File: config.mk
export PLATFORM = sky130hd
export DESIGN_NAME = chip8_rnd_unit
export DESIGN_NICKNAME = d
export VERILOG_FILES = /design/src/rtl/chip8_pkg.sv /design/src/rtl/chip8_rnd_unit.sv
export SDC_FILE = /design/constraint.sdc
export NUM_CORES = 1
export LEC_CHECK = 0
export ABC_AREA = 0
export CAP_MARGIN = 20
export CORE_MARGIN = 1.5
export CORE_UTILIZATION = 40
export CTS_BUF_LIST = sky130_fd_sc_hd__clkbuf_8 sky130_fd_sc_hd__clkbuf_16
export CTS_CLUSTER_DIAMETER = 30
export DETAILED_ROUTE_END_ITERATION = 10
export PLACE_DENSITY_LB_ADDON = 0.25
export SKIP_LAST_GASP = 1
export SLEW_MARGIN = 20
export SYNTH_ARGS = -nofsm -noshare
export SYNTH_HDL_FRONTEND = slang
export SYNTH_SLANG_ARGS = --single-unit
File: constraint.sdc
create_clock -name clk -period 6.1 [get_ports clk]
set_input_delay 1.83 -clock clk [delete_from_list [all_inputs] [get_ports clk]]
set_output_delay 1.83 -clock clk [all_outputs]
set_load 0.02 [all_outputs]
File: src/rtl/chip8_pkg.sv
// rtl/chip8_pkg.sv - shared CHIP-8 types, constants and the LFSR step function
package chip8_pkg;

    // Random unit FSM states
    typedef enum logic [1:0] {
        RND_IDLE = 2'd0,
        RND_STIR = 2'd1,
        RND_DONE = 2'd2
    } rnd_state_e;

    localparam logic [7:0] LFSR_SEED = 8'hFF;
    // Taps 8,6,5,4 -> bits 7,5,4,3
    localparam logic [7:0] LFSR_TAPS = 8'b1011_1000;

    // One left shift with XOR feedback into bit 0. An all-zero register
    // would lock up forever, so it is forced back to the seed.
    function automatic logic [7:0] lfsr_next(input logic [7:0] s);
        logic [7:0] n;
        if (s == 8'h00) begin
            n = LFSR_SEED;
        end else begin
            n = {s[6:0], ^(s & LFSR_TAPS)};
        end
        return n;
    endfunction

endpackage

File: src/rtl/chip8_rnd_unit.sv
// rtl/chip8_rnd_unit.sv - CXNN random-byte service: stirred LFSR, masked result
//
// Ports:
//   clk        system clock, all logic on posedge
//   reset      synchronous active-high reset
//   req        request, sampled only while idle
//   mask       NN byte, latched together with an accepted req
//   busy       high while stirring and in the done cycle
//   done       one-cycle completion pulse
//   value      registered masked random byte, held until the next result
//   lfsr_state current LFSR register (debug/verification)
module chip8_rnd_unit
    import chip8_pkg::*;
#(
    parameter logic [7:0] STIR_STEPS = 8'd8,  // 1..255
    parameter bit          FREE_RUN   = 1'b1
) (
    input  logic       clk,
    input  logic       reset,
    input  logic       req,
    input  logic [7:0] mask,
    output logic       busy,
    output logic       done,
    output logic [7:0] value,
    output logic [7:0] lfsr_state
);

    rnd_state_e state;
    logic [7:0] lfsr_q;
    logic [7:0] mask_q;
    logic [7:0] counter;
    logic [7:0] lfsr_step;

    assign lfsr_step = lfsr_next(lfsr_q);

    always_ff @(posedge clk) begin
        if (reset) begin
            state   <= RND_IDLE;
            lfsr_q  <= LFSR_SEED;
            mask_q  <= 8'h00;
            counter <= 8'h00;
            value   <= 8'h00;
        end else begin
            case (state)
                RND_IDLE: begin
                    if (FREE_RUN) begin
                        lfsr_q <= lfsr_step;
                    end
                    if (req) begin
                        mask_q  <= mask;
                        counter <= STIR_STEPS;
                        state   <= RND_STIR;
                    end
                end
                RND_STIR: begin
                    lfsr_q  <= lfsr_step;
                    counter <= counter - 8'd1;
                    // Last stir step: publish the freshly stepped value
                    if (counter == 8'd1) begin
                        value <= lfsr_step & mask_q;
                        state <= RND_DONE;
                    end
                end
                RND_DONE: begin
                    state <= RND_IDLE;
                end
                default: begin
                    state <= RND_IDLE;
                end
            endcase
        end
    end

    assign busy       = (state != RND_IDLE);
    assign done       = (state == RND_DONE);
    assign lfsr_state = lfsr_q;

endmodule

==> impl_metrics.yaml <==
run_status:
  outcome: "finished clean"
floorplanning:
  ios: 29
  die_area_um2: 4070
  rows: 21
  core_um2: 3440
  die_w_um: 63.8
  die_h_um: 63.8
  start_util: 0.430
pwr:
  p_per_area_nw_per_um2: 289
  peakVddDrop_mv: 0.161
  leakagePower_nw: 0.716
critical_path:
  end_kind: "primary output"
  path_class: "reg2out"
  cp_slowest_stage_delay_ps: 750
  critPathLaunchType: "flop"
  critPathTopFamily: "flip-flops"
  crit_chain: "or2_2, clkdlybuf4s50_1"
  crit_buf_inv: 1
  cp.arrival_ps: 1880
  worstPathRequired_ps: 4270
  worst_path_max_delay_cell: "dfxtp_1"
  critPathMaxFanout: 21
final_layout:
  nFillCells: 327
  drive_above_1_share: 0.123
  syn2layout_area_growth_pct: 28.8
  diodes: 0
  final_cells: 233
  multi_input_area_um2: 727
  regArea_um2: 681
  fin_nets: 200
logic_synthesis:
  synth.avg_cell_area_um2: 9.24
  synth.distinct_cells: 38
  yosysSeqAreaShare: 0.460
  yosys_warnings: 0
  syn_nets: 174
  syn_inst: 160
  ys_ff_latch: 34
  synth_area_um2: 1480
global_routing:
  antenna_found_initial: 0
  grt_usage: 0.168
  grt-ovfl-total: 0
  grt_pass1_wl_um: 5260
  grt_pass1_vias: 1147
  grt_max_degree: 29
routing:
  drc_errors: 0
  drt_wl_total_um: 3120
  drt_pass1_iterations: 4
  ant_nets: 0
  routed_via_density: 5.27
  drt_iter0_markers: 71
  vias: 1228
  avgRoutedWirePerCell_um: 13.4
timing:
  period_needed_ps: 3710
  slew_headroom: 0.330
  tns_ps: 0
  rsz0062_at_grt: "no"
  hold_viol_final: 0
  worst_pin_slew_ps: 1000
  fmax_ghz: 0.270
  finalCritPeriodShare: 0.608
  finClkSkew_ps: 5.36
  drv_slew: 0
  finalSetupViolations: 0
clock_tree:
  cts_tree: "yes"
  clock_path_buffers: 2
  cts-hold-fix-buffers: 0
  clock-sinks: 34
  cts_resized: 0
  clock_latency_ps: 290
  cts_buffers: 5
  cts-root-buf: "clkbuf_8"
  clkTransAtPathRegs_ps: 70
  post_cts_buffers: 0
  cts-htree-levels: 2
hold_path:
  hp-class: "reg2reg"
placement:
  gp_congestion: 0.824
  portBuffers: 28
  hpwl_um: 2240
  dp.cells: 225
flow_run:
  maxCapViolCount: 0
## kinds of logic after synthesis
kind of cell             after synthesis  synth area share
AND/OR/NAND/NOR                       62             0.231
adder cells (fa/ha/maj)                3            0.0254
buffers and inverters                 15            0.0482
flip-flops                            34             0.460
AO/OA/AOI/OAI                         39             0.188
XOR/XNOR                               2            0.0118
multiplexers                           5            0.0355
## where the power goes
group | switching [mW] | total, mW | internal (mW) | leakage [nW]
clock | 0.0824 | 0.246 | 0.164 | 0.0683
combinational | 0.0288 | 0.0587 | 0.0300 | 0.370
sequential | 0.0124 | 0.245 | 0.233 | 0.278
## routing by layer
layer / part of all wire / wire length, um / track usage / vias up
met5: 0 / 0 / 0 / -
met4: 0.018 / 56 / 0.0652 / 0
met3: 0.042 / 132 / 0.0581 / 4
met2: 0.45 / 1400 / 0.260 / 25
met1: 0.49 / 1530 / 0.215 / 584
li1: - / - / - / 615
## final cells by class
cell class,instances,share of cell area
clock buffer,5,0.0361
clock inverter,3,0.0361
inverter,6,0.0118
multi-input combinational,111,0.381
sequential,34,0.357
tap,46,0.0302
timing repair buffer,28,0.147
## worst paths after layout
| kind | startpoint | end | slack, ps | cells after the start |
|---|---|---|---|---|
| max | state[1] | busy | 2390 | 2 |
| min | mask_q[1] | mask_q[1] | 470 | 2 |
| max reg2reg | counter[2] | value[5] | 4030 | 4 |
| min reg2reg | mask_q[1] | mask_q[1] | 470 | 2 |
## cell usage after synthesis (all sizes together)
cell type | instances | area (um^2)
a21oi | 12 | 60.1
o211ai | 1 | 7.51
nor3b | 1 | 7.51
nand3 | 1 | 5.00
o311ai | 1 | 8.76
ha | 3 | 37.5
buf | 3 | 26.3
a32o | 5 | 50.1
a22o | 3 | 30.0
inv | 6 | 22.5
o21a | 4 | 30.0
nand3b | 2 | 15.0
o21ai | 3 | 15.0
or4b | 2 | 20.0
nor3 | 4 | 20.0
nor4 | 2 | 12.5
xnor2 | 2 | 17.5
o21bai | 7 | 52.6
or2 | 1 | 6.26
mux2i | 3 | 30.0
nor2b | 5 | 38.8
dfxtp | 34 | 681
nand2b | 7 | 43.8
nor2 | 13 | 51.3
mux2 | 2 | 22.5
clkbuf | 6 | 22.5
a221oi | 1 | 8.76
nand2 | 18 | 67.6
o31ai | 1 | 7.51
or4 | 3 | 31.3
a211oi | 1 | 7.51
or3b | 1 | 8.76
or3 | 2 | 13.8
## worst register-to-register path, stage by stage (launching register included)
cell and delay, ps:
dfxtp_1 360, or4_4 590, or4_4 540, nor2_2 280, a32o_1 240
## metrics by stage
stage	util	setup slack, ps	total power, mW	hold slack, ps	instance area [um^2]
after floorplan	-	3040	0.288	437	1480
after global placement	0.514	2480	0.306	452	1770
after detailed placement	0.514	2440	0.309	457	1770
after CTS	0.554	2390	0.555	468	1910
after global routing	0.554	2300	0.576	489	1910
final	0.554	2390	0.550	468	1910
## registers in the layout (all words and copies together), names as in the netlist
name,count
counter,8
lfsr_state,8
mask_q,8
state,2
value,8
## cells in the final DEF, fill, tap and decap left out, drive strengths merged, types with 6 or more instances in the layout
cell	instances
a21oi	12
clkdlybuf4s50	28
dfxtp	34
inv	6
nand2	18
nand2b	7
nor2	13
o21bai	7
Power figures use the tool's default switching activity.
